[src/rtl/cic_interp.sv]
// CIC interpolator: input-rate comb cascade, zero-stuffing by R, output-rate integrator cascade, gain shift.
// Optional CIC_INT_ROUND_EN: round half up before the shift and saturate to DATA_WIDTH.
module cic_interp #(
  parameter int DATA_WIDTH = 16,
  parameter int ORDER      = 4,
  parameter int LOG2_RMAX  = 4
) (
  input  logic                  clk,
  input  logic                  rst,
  input  logic [4:0]            R,
  input  logic [DATA_WIDTH-1:0] in_data,
  input  logic                  in_valid,
  output logic                  in_ready,
  output logic [DATA_WIDTH-1:0] out_data,
  output logic                  out_valid,
  input  logic                  out_ready,
  output logic                  busy
);
  localparam int W    = DATA_WIDTH + ORDER*LOG2_RMAX;
  localparam int PW   = (LOG2_RMAX > 0) ? LOG2_RMAX : 1;
  localparam int LW   = (LOG2_RMAX < 1) ? 1 : $clog2(LOG2_RMAX+1);
  localparam int SMAX = (ORDER-1)*LOG2_RMAX;
  localparam int SW   = (SMAX < 1) ? 1 : $clog2(SMAX+1);

  typedef enum logic {S_IDLE, S_EMIT} state_t;

  state_t                   r_state;
  logic [LW-1:0]            r_l;
  logic [PW-1:0]            r_last;
  logic [PW-1:0]            r_phase;
  logic [ORDER-1:0][W-1:0]  r_dly;
  logic [ORDER-1:0][W-1:0]  r_acc;
  logic [W-1:0]             r_comb;
  logic [DATA_WIDTH-1:0]    r_out_data;
  logic                     r_out_valid;

  logic [LW-1:0]            w_l_new;
  logic [PW-1:0]            w_last_new;
  logic                     w_clr;
  logic                     w_step;
  logic [ORDER:0][W-1:0]    w_c;
  logic [ORDER-1:0][W-1:0]  w_d;
  logic [ORDER:0][W-1:0]    w_s;
  logic [SW-1:0]            w_sh;
  logic signed [W-1:0]      w_ys;
  logic signed [W-1:0]      w_q;
  logic [DATA_WIDTH-1:0]    w_res;

  // Unsupported R values collapse to R=1 (L=0).
  always_comb begin
    w_l_new = '0;
    case (R)
      5'd2:    w_l_new = LW'(1);
      5'd4:    w_l_new = LW'(2);
      5'd8:    w_l_new = LW'(3);
      5'd16:   w_l_new = LW'(4);
      default: w_l_new = '0;
    endcase
    if (int'(w_l_new) > LOG2_RMAX) w_l_new = '0;
  end

  assign w_last_new = PW'((1 << w_l_new) - 1);
  assign w_clr      = (w_l_new != r_l);
  assign w_step     = (r_state == S_EMIT) && (!r_out_valid || out_ready);

  // A new R starts the filter from a clean state, so the comb sees zero history.
  assign w_c[0] = W'($signed(in_data));
  for (genvar k = 0; k < ORDER; k++) begin : g_comb
    assign w_d[k]   = w_clr ? '0 : r_dly[k];
    assign w_c[k+1] = w_c[k] - w_d[k];
  end

  assign w_s[0] = (r_phase == '0) ? r_comb : '0;
  for (genvar k = 0; k < ORDER; k++) begin : g_integ
    assign w_s[k+1] = r_acc[k] + w_s[k];
  end

  assign w_sh = SW'(int'(r_l) * (ORDER-1));
  assign w_ys = w_s[ORDER];

`ifdef CIC_INT_ROUND_EN
  localparam logic signed [W-1:0] SMAXV = W'((64'sd1 <<< (DATA_WIDTH-1)) - 64'sd1);
  localparam logic signed [W-1:0] SMINV = -SMAXV - W'(1);
  logic signed [W-1:0] w_bias;
  assign w_bias = (w_sh == '0) ? '0 : (W'(1) << (w_sh - SW'(1)));
  assign w_q    = (w_ys + w_bias) >>> w_sh;
  always_comb begin
    w_res = w_q[DATA_WIDTH-1:0];
    if (w_q > SMAXV)      w_res = SMAXV[DATA_WIDTH-1:0];
    else if (w_q < SMINV) w_res = SMINV[DATA_WIDTH-1:0];
  end
`else
  logic w_unused;
  assign w_q      = w_ys >>> w_sh;
  assign w_res    = w_q[DATA_WIDTH-1:0];
  assign w_unused = &{1'b0, w_q[W-1:DATA_WIDTH]};
`endif

  always_ff @(posedge clk) begin
    if (rst) begin
      r_state     <= S_IDLE;
      r_l         <= '0;
      r_last      <= '0;
      r_phase     <= '0;
      r_dly       <= '0;
      r_acc       <= '0;
      r_comb      <= '0;
      r_out_data  <= '0;
      r_out_valid <= 1'b0;
    end else begin
      if (r_out_valid && out_ready) r_out_valid <= 1'b0;
      case (r_state)
        S_IDLE: begin
          if (in_valid) begin
            r_l     <= w_l_new;
            r_last  <= w_last_new;
            for (int k = 0; k < ORDER; k++) r_dly[k] <= w_c[k];
            r_comb  <= w_c[ORDER];
            if (w_clr) r_acc <= '0;
            r_phase <= '0;
            r_state <= S_EMIT;
          end
        end
        S_EMIT: begin
          if (w_step) begin
            r_acc       <= w_s[ORDER:1];
            r_out_data  <= w_res;
            r_out_valid <= 1'b1;
            r_phase     <= r_phase + PW'(1);
            if (r_phase == r_last) r_state <= S_IDLE;
          end
        end
        default: r_state <= S_IDLE;
      endcase
    end
  end

  assign in_ready  = (r_state == S_IDLE);
  assign out_data  = r_out_data;
  assign out_valid = r_out_valid;
  assign busy      = (r_state == S_EMIT) | r_out_valid;
endmodule
[config.mk]
export PLATFORM = sky130hd
export DESIGN_NAME = cic_interp
export DESIGN_NICKNAME = d
export VERILOG_FILES = /design/src/rtl/cic_interp.sv
export SDC_FILE = /design/constraint.sdc
export NUM_CORES = 1
export LEC_CHECK = 0
export BUFFER_PORTS_ARGS = -buffer_cell sky130_fd_sc_hd__buf_2
export CAP_MARGIN = 20
export CORE_ASPECT_RATIO = 0.8
export CORE_UTILIZATION = 66
export CTS_BUF_LIST = sky130_fd_sc_hd__clkbuf_8
export CTS_CLUSTER_SIZE = 12
export DETAILED_ROUTE_END_ITERATION = 8
export PLACE_DENSITY_LB_ADDON = 0.2
export SLEW_MARGIN = 0
export SYNTH_ARGS = -nofsm -noshare
export SYNTH_HDL_FRONTEND = slang
export SYNTH_SLANG_ARGS = --single-unit
[constraint.sdc]
create_clock -name clk -period 16.5 [get_ports clk]
set_input_delay 3.3 -clock clk [delete_from_list [all_inputs] [get_ports clk]]
set_output_delay 3.3 -clock clk [all_outputs]
set_load 0.02 [all_outputs]
After elaboration in Yosys (flattened, before gate mapping)
Index checks and enable logic that the tools add are counted.
{ "op_classes": {"n_shift": 2, "mux": 21, "reduce_logical": 9, "magnitude_cmp": 1, "multipliers": 1, "add_sub_neg": 10, "eq_ne": 9, "bitwise": 2} }
{ "ops": {"columns": ["op", "count"], "rows": [
  ["$mux 128", 3],
  ["$pmux 128 s2", 1],
  ["$mux 32", 5],
  ["$add 32x32->32", 4],
  ["$sub 32x32->32", 4],
  ["$sshr 32x4->16", 1],
  ["$pmux 3 s4", 1],
  ["$mux 4", 2],
  ["$pmux 4 s2", 1],
  ["$mux 1", 6],
  ["$reduce_and 2->1", 3],
  ["$eq 5x2->1 const B", 1],
  ["$eq 5x3->1 const B", 1],
  ["$eq 5x4->1 const B", 1],
  ["$eq 5x5->1 const B", 1],
  ["$add 4x1->4 const B", 1],
  ["$eq 4x4->1", 1],
  ["$logic_not 4->1", 1],
  ["$mul 3x2->4 const B", 1],
  ["$ne 2x1->1 const B", 2],
  ["$shl 1x3->4 const A", 1],
  ["$sub 4x2->4 const B", 1],
  ["$gt 3x3->1 const B", 1],
  ["$mux 3", 1],
  ["other kinds (9)", 10]
]} }
{ "word_totals": {"register_bits": 301, "inputBits": 25, "elab_cells": 70, "out_inout_bits": 19} }

Depth between registers and ports, before layout
Gate-level depths: netlist (run 1).
{ "depth": {"ltp_word": 10, "depth_mapped": 51, "ltp_nobuf": 46} }

Least setup slack after synthesis (run 1)
Ideal clock, no wire load.
{ "synth_timing": {"path_kind": "input -> register", "start": "input port R[1]", "end": "register r_comb[30]", "slack_ns": 4.073, "arrival_ns": 12.296, "setup_ns": 0.130, "cell_stages": 49, "required_time_ns": 16.370, "path_buffers": 6, "cell_sequence": "or3_1 -> o21ai_1 -> and4b_1 -> buf_6 -> and2_4 -> buf_6 -> buf_2 -> buf_1 -> clkbuf_1 -> clkbuf_1 -> nand2_1 -> ha_1 -> nor2b_1 -> o21ai_0 -> nand2b_1 -> a21o_1 -> a21o_1 -> a21oi_1 -> [13 not listed] -> ha_1 -> a2111o_1 -> or3_1 -> o21ai_1 -> o21ai_0 -> a311o_1 -> xor2_1 -> ha_1 -> a21o_1 -> a21o_1 -> a21o_1 -> a21oi_1 -> o21ai_0 -> a31oi_2 -> a21oi_1 -> a31oi_1 -> xor2_1 -> o31ai_2"} }
{ "synth_lines": {"columns": ["element", "line_no", "text"], "rows": [
  ["start: declaration", "10", "input logic [4:0] R,"],
  ["end signal: assignment", "118", "r_comb <= w_c[ORDER];"],
  ["end: declaration", "33", "logic [W-1:0] r_comb;"]
]} }

==> results of run 1 <==
## tightest hold or removal path, delay by kind of cell (launching register included)
family	cells	cell delay (ns)
AOI/OAI and AO/OA	1	0.05
DFF	1	0.31
and+or+nand+nor	1	0.05
## per-layer routing
metal | up-vias | share of wire (%) | wire (µm)
met5 | - | 0 | 0
met4 | 0 | 1.3 | 781
met3 | 75 | 8.0 | 4720
met2 | 696 | 43 | 25300
met1 | 10200 | 48 | 28500
li1 | 10600 | - | -
## Yosys cell counts (17+ instances only)
cell / n / area (µm²)
nand2_1: 431 / 1620
nor2_1: 322 / 1210
a21oi_1: 304 / 1520
dfxtp_1: 292 / 5850
ha_1: 228 / 2850
xnor2_1: 138 / 1210
clkbuf_1: 112 / 420
a22oi_1: 103 / 773
inv_1: 102 / 383
o21ai_0: 98 / 490
a21o_1: 83 / 623
xor2_1: 61 / 534
nor3_1: 50 / 250
a211oi_1: 40 / 300
o21bai_1: 40 / 300
and2_1: 39 / 244
nand3_1: 35 / 175
o21a_1: 35 / 263
nand2b_1: 34 / 213
and3_1: 33 / 206
nor2b_1: 27 / 169
or3_1: 26 / 163
mux2i_1: 23 / 230
a31oi_1: 19 / 119
o21ai_1: 18 / 90.1
buf_1: 17 / 63.8
## area by class of cell
cell class	count	area, µm²	share of cell area (%)
Clock buffer	70	963	3.93
Clock inverter	19	129	0.526
Inverter	105	394	1.61
Multi-Input combinational cell	2450	16200	66.2
Sequential cell	292	5850	23.8
Tap cell	465	582	2.37
Timing Repair Buffer	63	375	1.53
## worst max-delay path by stage
stage	startpoint	endpoint	slack, ns	cells after the start
detailed placement	R[1]	r_comb[30]	3.65	45
CTS	R[1]	r_comb[30]	4.20	45
global route	R[1]	r_comb[30]	3.44	45
finish	R[1]	r_comb[30]	4.04	45
global placement	R[1]	r_comb[30]	3.84	45
floorplan	R[1]	r_comb[30]	4.07	49
## cells in the final DEF (no fill, tap or decap), types with 61 or more instances in the layout
master / instances
a21oi_1: 304
dfxtp_1: 292
inv_1: 115
nand2_1: 430
xnor2_1: 138
a21o_1: 83
xor2_1: 61
ha_1: 228
clkbuf_8: 71
o21ai_0: 98
nor2_1: 320
a22oi_1: 103
## registers in the layout (all words and copies together), names as in the netlist
signal     cells
r_l            3
r_state        1
out_valid      1
r_dly        109
r_phase        4
out_data      16
r_last         3
r_acc        124
r_comb        31
## kinds of logic (layout without fill, tap and decap cells)
logic type / Yosys count / count (layout)
adders and majority gates: 238 / 238
DFF: 292 / 292
muxes: 42 / 42
AOI/OAI and AO/OA: 900 / 900
xor gates and xnor gates: 208 / 208
buffers and inverters: 240 / 257
and+or+nand+nor: 1062 / 1062
## stage by stage
step           utilization, %  cells
2_1_floorplan               -   2982
3_3_place_gp             69.0   3372
3_5_place_dp             69.0   3372
4_1_cts                  72.2   3461
5_1_grt                  72.3   3464
6_report                 72.3   3464
## power groups by stage
| stage | clock, mW | sequential, mW | combinational (mW) |
|---|---|---|---|
| 4_1_cts | 0.735 | 0.907 | 3.55 |
| 5_1_grt | 0.766 | 0.922 | 3.99 |
| 2_1_floorplan | 0 | 0.910 | 2.84 |
| 6_report | 0.727 | 0.908 | 3.60 |
| 3_3_place_gp | 0 | 0.915 | 3.39 |
| 3_5_place_dp | 0 | 0.921 | 3.51 |
==> flow_summary.yaml, run 1 <==
timing:
  skew_ns: 0.0218
  fin_ws_ns: 4.04
  rsz0062_at_grt: "no"
  tightest_slew_ns: 1.07
  fmax_ghz: 0.0802
  period_minus_slack_ns: 12.46
  min_period_over_period_pct: 75.5
  fin_tns_setup_ns: 0
  setup_viol: 0
  slew_violations: 0
  hold_violations: 0
  hold-worst-slack_ns: 0.447
  slew_headroom_pct: 28.3
critical_path:
  cp-start-kind: "input pin"
  critPathBufInv: 1
  r2r_start: "r_phase[0]"
  cp_common_cell: "a21o_1"
  worstSetupPathType: "in -> reg"
  cpLargestDelayFamily: "compound AO/OA/AOI/OAI gates"
  r2r_cells: 42
  crit_arrival_ns: 12.94
  r2r-end: "out_data[13]"
  max_stage_delay_ns: 0.55
  worst-path-max-fanout: 45
  end_kind: "register"
  rrSetupSlack_ns: 5.77
  slowest_stage: "and2_4"
  critical_path_required_ns: 16.98
clock_tree:
  cts_tree: "yes"
  cts_num_sinks: 292
  clock-root-buffer: "clkbuf_8"
  cts.htree.levels: 2
  clk_path_buf_depth: 3
  post_cts_resized: 0
  path_clk_slew_ns: 0.06
  numCtsBuffers: 50
  insertion_delay_ns: 0.62
  ctsHoldBuffers: 0
  cts_setup_buffers: 0
floorplan:
  ios: 44
  core-area_mm2: 0.0339
  placementRows: 60
  initial_core_util_pct: 67.7
  die-area_mm2: 0.0356
  fp.dieH_um: 169
  die_w_um: 211
global_routing:
  grt_antenna_before_repair: 0
  met3_usage_pct: 7.12
  gr-usage-all-layers_pct: 32.9
  grt_max_degree: 93
  grt_pass1_wl_um: 97500
  grt_util_met1_pct: 47.3
  grt_pass1_vias: 20000
  grt_busiest_layer: "met2"
  grt_overflow: 0
  met2_usage_pct: 50.6
hold_path:
  hold_end: "r_comb[9]"
  min_from: "r_comb[9]"
  min_path_type: "reg -> reg"
  hold_depth: 2
placed_design:
  gp_congestion: 0.956
  dpl_cell_area_mm2: 0.0234
  pre_cts_ws_ns: 3.65
  port_buffers: 43
  hpwl_um: 42800
yosys:
  ys_types: 101
  synth_seq_area_share_pct: 25.4
  synth_xor_area_share_pct: 8.47
  synth_top_family_by_area: "compound AO/OA/AOI/OAI gates"
  synth_area_mm2: 0.0230
  ys_async_sr_fraction_pct: 0
  synth-edff-count: 0
  netlist_instances: 2982
  yosys_warnings: 0
  synth_compound_area_share_pct: 26.0
  synth-seq-cells: 292
  syn_area_per_cell_um2: 7.70
  synth_nets: 3244
  synth.area.mux_share_pct: 2.28
  synth-simple-area-share_pct: 20.5
  yosys.area_share.adder_pct: 13.2
  synth_ff_type: "dfxtp_1"
detailed_routing:
  drc: 0
  final_antenna_net_count: 0
  viasPerCell: 6.23
  wl_per_cell_um: 17.1
  drtPass1Iterations: 6
  wirelength_um: 59300
  vias: 21600
  drt_iter0_drc: 1860
power_and_ir_drop:
  p_comb_share_pct: 68.8
  p_leak_nw: 10.9
  p_int_mw: 2.76
  pwr_density_cell_mw_per_mm2: 214
  switching_share_pct: 47.4
  seq_power_share_pct: 17.3
  clockPowerShare_pct: 13.9
  irDropWorstVdd_uv: 178
  switchingPower_mw: 2.48
  p_total_mw: 5.24
status:
  status: "completed"
job:
  maxCapViolations: 0
finish:
  antenna_cells: 0
  area_growth_pct: 6.75
  nets: 3224
  drive_gt1_share_pct: 7.20
  final_cell_area_mm2: 0.0245
  n_fill_cell: 2766
No activity file was read; power rests on OpenSTA's default activity.
==> run 2, diff against run 1 <==
--- a/config.mk
+++ b/config.mk
@@ -8,7 +8,7 @@
 export BUFFER_PORTS_ARGS = -buffer_cell sky130_fd_sc_hd__buf_2
 export CAP_MARGIN = 20
 export CORE_ASPECT_RATIO = 0.8
-export CORE_UTILIZATION = 66
+export CORE_UTILIZATION = 60
 export CTS_BUF_LIST = sky130_fd_sc_hd__clkbuf_8
 export CTS_CLUSTER_SIZE = 12
 export DETAILED_ROUTE_END_ITERATION = 8
==> constraint.sdc (replaced) <==
create_clock -name clk -period 10.8 [get_ports clk]
set_input_delay 2.16 -clock clk [delete_from_list [all_inputs] [get_ports clk]]
set_output_delay 2.16 -clock clk [all_outputs]
set_load 0.02 [all_outputs]
==> flow_summary.yaml, run 2 (synthesis results as in run 1) <==
job:
  maxCapViolations: 0
detailed_routing:
  viasPerCell: 6.16
  wirelength_um: 61200
  drc: 0
  wl_per_cell_um: 17.4
  drtPass1Iterations: 6
  drt_iter0_drc: 1878
  final_antenna_net_count: 0
  vias: 21700
finish:
  layout_common_cells: "nand2_1 (430), nor2_1 (320), a21oi_1 (302)"
  final_common_cell: "nand2_1"
  top_register: "r_acc"
  final_cells: 3527
  area_growth_pct: 8.52
  drive_gt1_share_pct: 8.75
  final_cell_area_mm2: 0.0249
  antenna_cells: 0
  largest_register_ffs: 124
  top_regs: "r_acc: 124 flops, r_dly: 109 flops, r_comb: 31 flops"
  nets: 3261
timing:
  fmax_ghz: 0.0972
  min_period_over_period_pct: 95.3
  hold_violations: 0
  rsz0062_at_grt: "no"
  setup_viol: 0
  period_minus_slack_ns: 10.29
  skew_ns: 0.0270
  slew_headroom_pct: 25.8
  tightest_slew_ns: 1.11
  slew_violations: 0
  hold-worst-slack_ns: 0.446
placed_design:
  dpl_cell_area_mm2: 0.0237
  gp_congestion: 0.922
  hpwl_um: 44500
  port_buffers: 43
  dp_cells: 3432
floorplan:
  core-area_mm2: 0.0374
  initial_core_util_pct: 61.5
  fp.dieH_um: 177
  ios: 44
  placementRows: 63
  die-area_mm2: 0.0391
  die_w_um: 221
critical_path:
  cp-start-kind: "input pin"
  end_kind: "register"
  max_stage_delay_ns: 0.46
  critical_path_required_ns: 11.27
  crit_arrival_ns: 10.77
  worst-path-max-fanout: 7
  worstSetupPathType: "in -> reg"
  slowest_stage: "fa_1"
clock_tree:
  clk_path_buf_depth: 3
  cts_num_sinks: 292
  cts.htree.levels: 2
  ctsHoldBuffers: 0
  numCtsBuffers: 51
  cts_tree: "yes"
  clock-root-buffer: "clkbuf_8"
  path_clk_slew_ns: 0.06
  insertion_delay_ns: 0.62
hold_path:
  min_path_type: "reg -> reg"
power_and_ir_drop:
  switchingPower_mw: 4.06
  seq_power_share_pct: 16.5
  irDropWorstVdd_uv: 187
  p_leak_nw: 11.1
  p_comb_share_pct: 70.2
  p_int_mw: 4.36
  pwr_density_cell_mw_per_mm2: 338
  switching_share_pct: 48.2
  clockPowerShare_pct: 13.2
status:
  status: "completed"
global_routing:
  gr-usage-all-layers_pct: 30.8
  grt_pass1_vias: 19900
  grt_antenna_before_repair: 0
  grt_pass1_wl_um: 99500
  grt_max_degree: 156
  grt_overflow: 0
run 2: cell types whose count changed in the layout (fill, tap and decap cells not counted), sizes merged:
cell / change
clkinv: +2
buf: +36
clkinvlp: +1
inv: +2
run 2: per-layer routing:
layer	global-route usage (%)	wire length, µm
met5	0	0
met3	4.62	4280
met2	45.9	25700
met4	6.51	923
met1	46.3	30300
run 2: worst max-delay path: cells and delay by family:
family	cells	cell delay [ns]
AO/OA/AOI/OAI	24	3.85
AND/OR/NAND/NOR	10	1.93
adder cells (fa/ha/maj)	5	1.66
XOR/XNOR	4	0.87
buffers and inverters	2	0.29
run 2: path summary, 6_finish.rpt:
kind	startpoint	end	slack (ns)	depth (start not counted)
min reg2reg	r_comb[21]	r_comb[21]	0.45	2
max reg2reg	r_phase[0]	out_data[14]	0.65	44
max	R[1]	r_comb[30]	0.51	45
min	r_comb[21]	r_comb[21]	0.45	2
run 2: through the flow:
step	util [%]	TNS [ns]	worst slack [ns]	power, mW
floorplan	-	-0.0374	-0.0374	5.73
global placement	63.5	0	0.0365	6.95
detailed placement	63.5	-0.459	-0.213	7.12
CTS	66.5	0	0.388	8.28
global route	66.7	0	0.00593	9.06
finish	66.7	0	0.507	8.42
run 2: power groups by stage:
stage / registers (mW) / logic (mW) / clock network [mW]
floorplan: 1.39 / 4.34 / 0
global placement: 1.40 / 5.55 / 0
detailed placement: 1.41 / 5.71 / 0
CTS: 1.39 / 5.75 / 1.13
global route: 1.41 / 6.47 / 1.18
finish: 1.39 / 5.91 / 1.11
run 2: area by class of cell:
cell class	count	area (µm²)
fill	3253	12400
sequential	292	5850
multi-input combinational	2450	16300
timing repair buffer	99	657
clock inverter	24	159
clock buffer	70	963
inverter	105	394
tap	487	609
run 2: repair_timing:
item | in CTS | in global routing
endpoints found under the setup margin | 0 | 9
buffers inserted | 0 | 1
resized for setup | 0 | 12
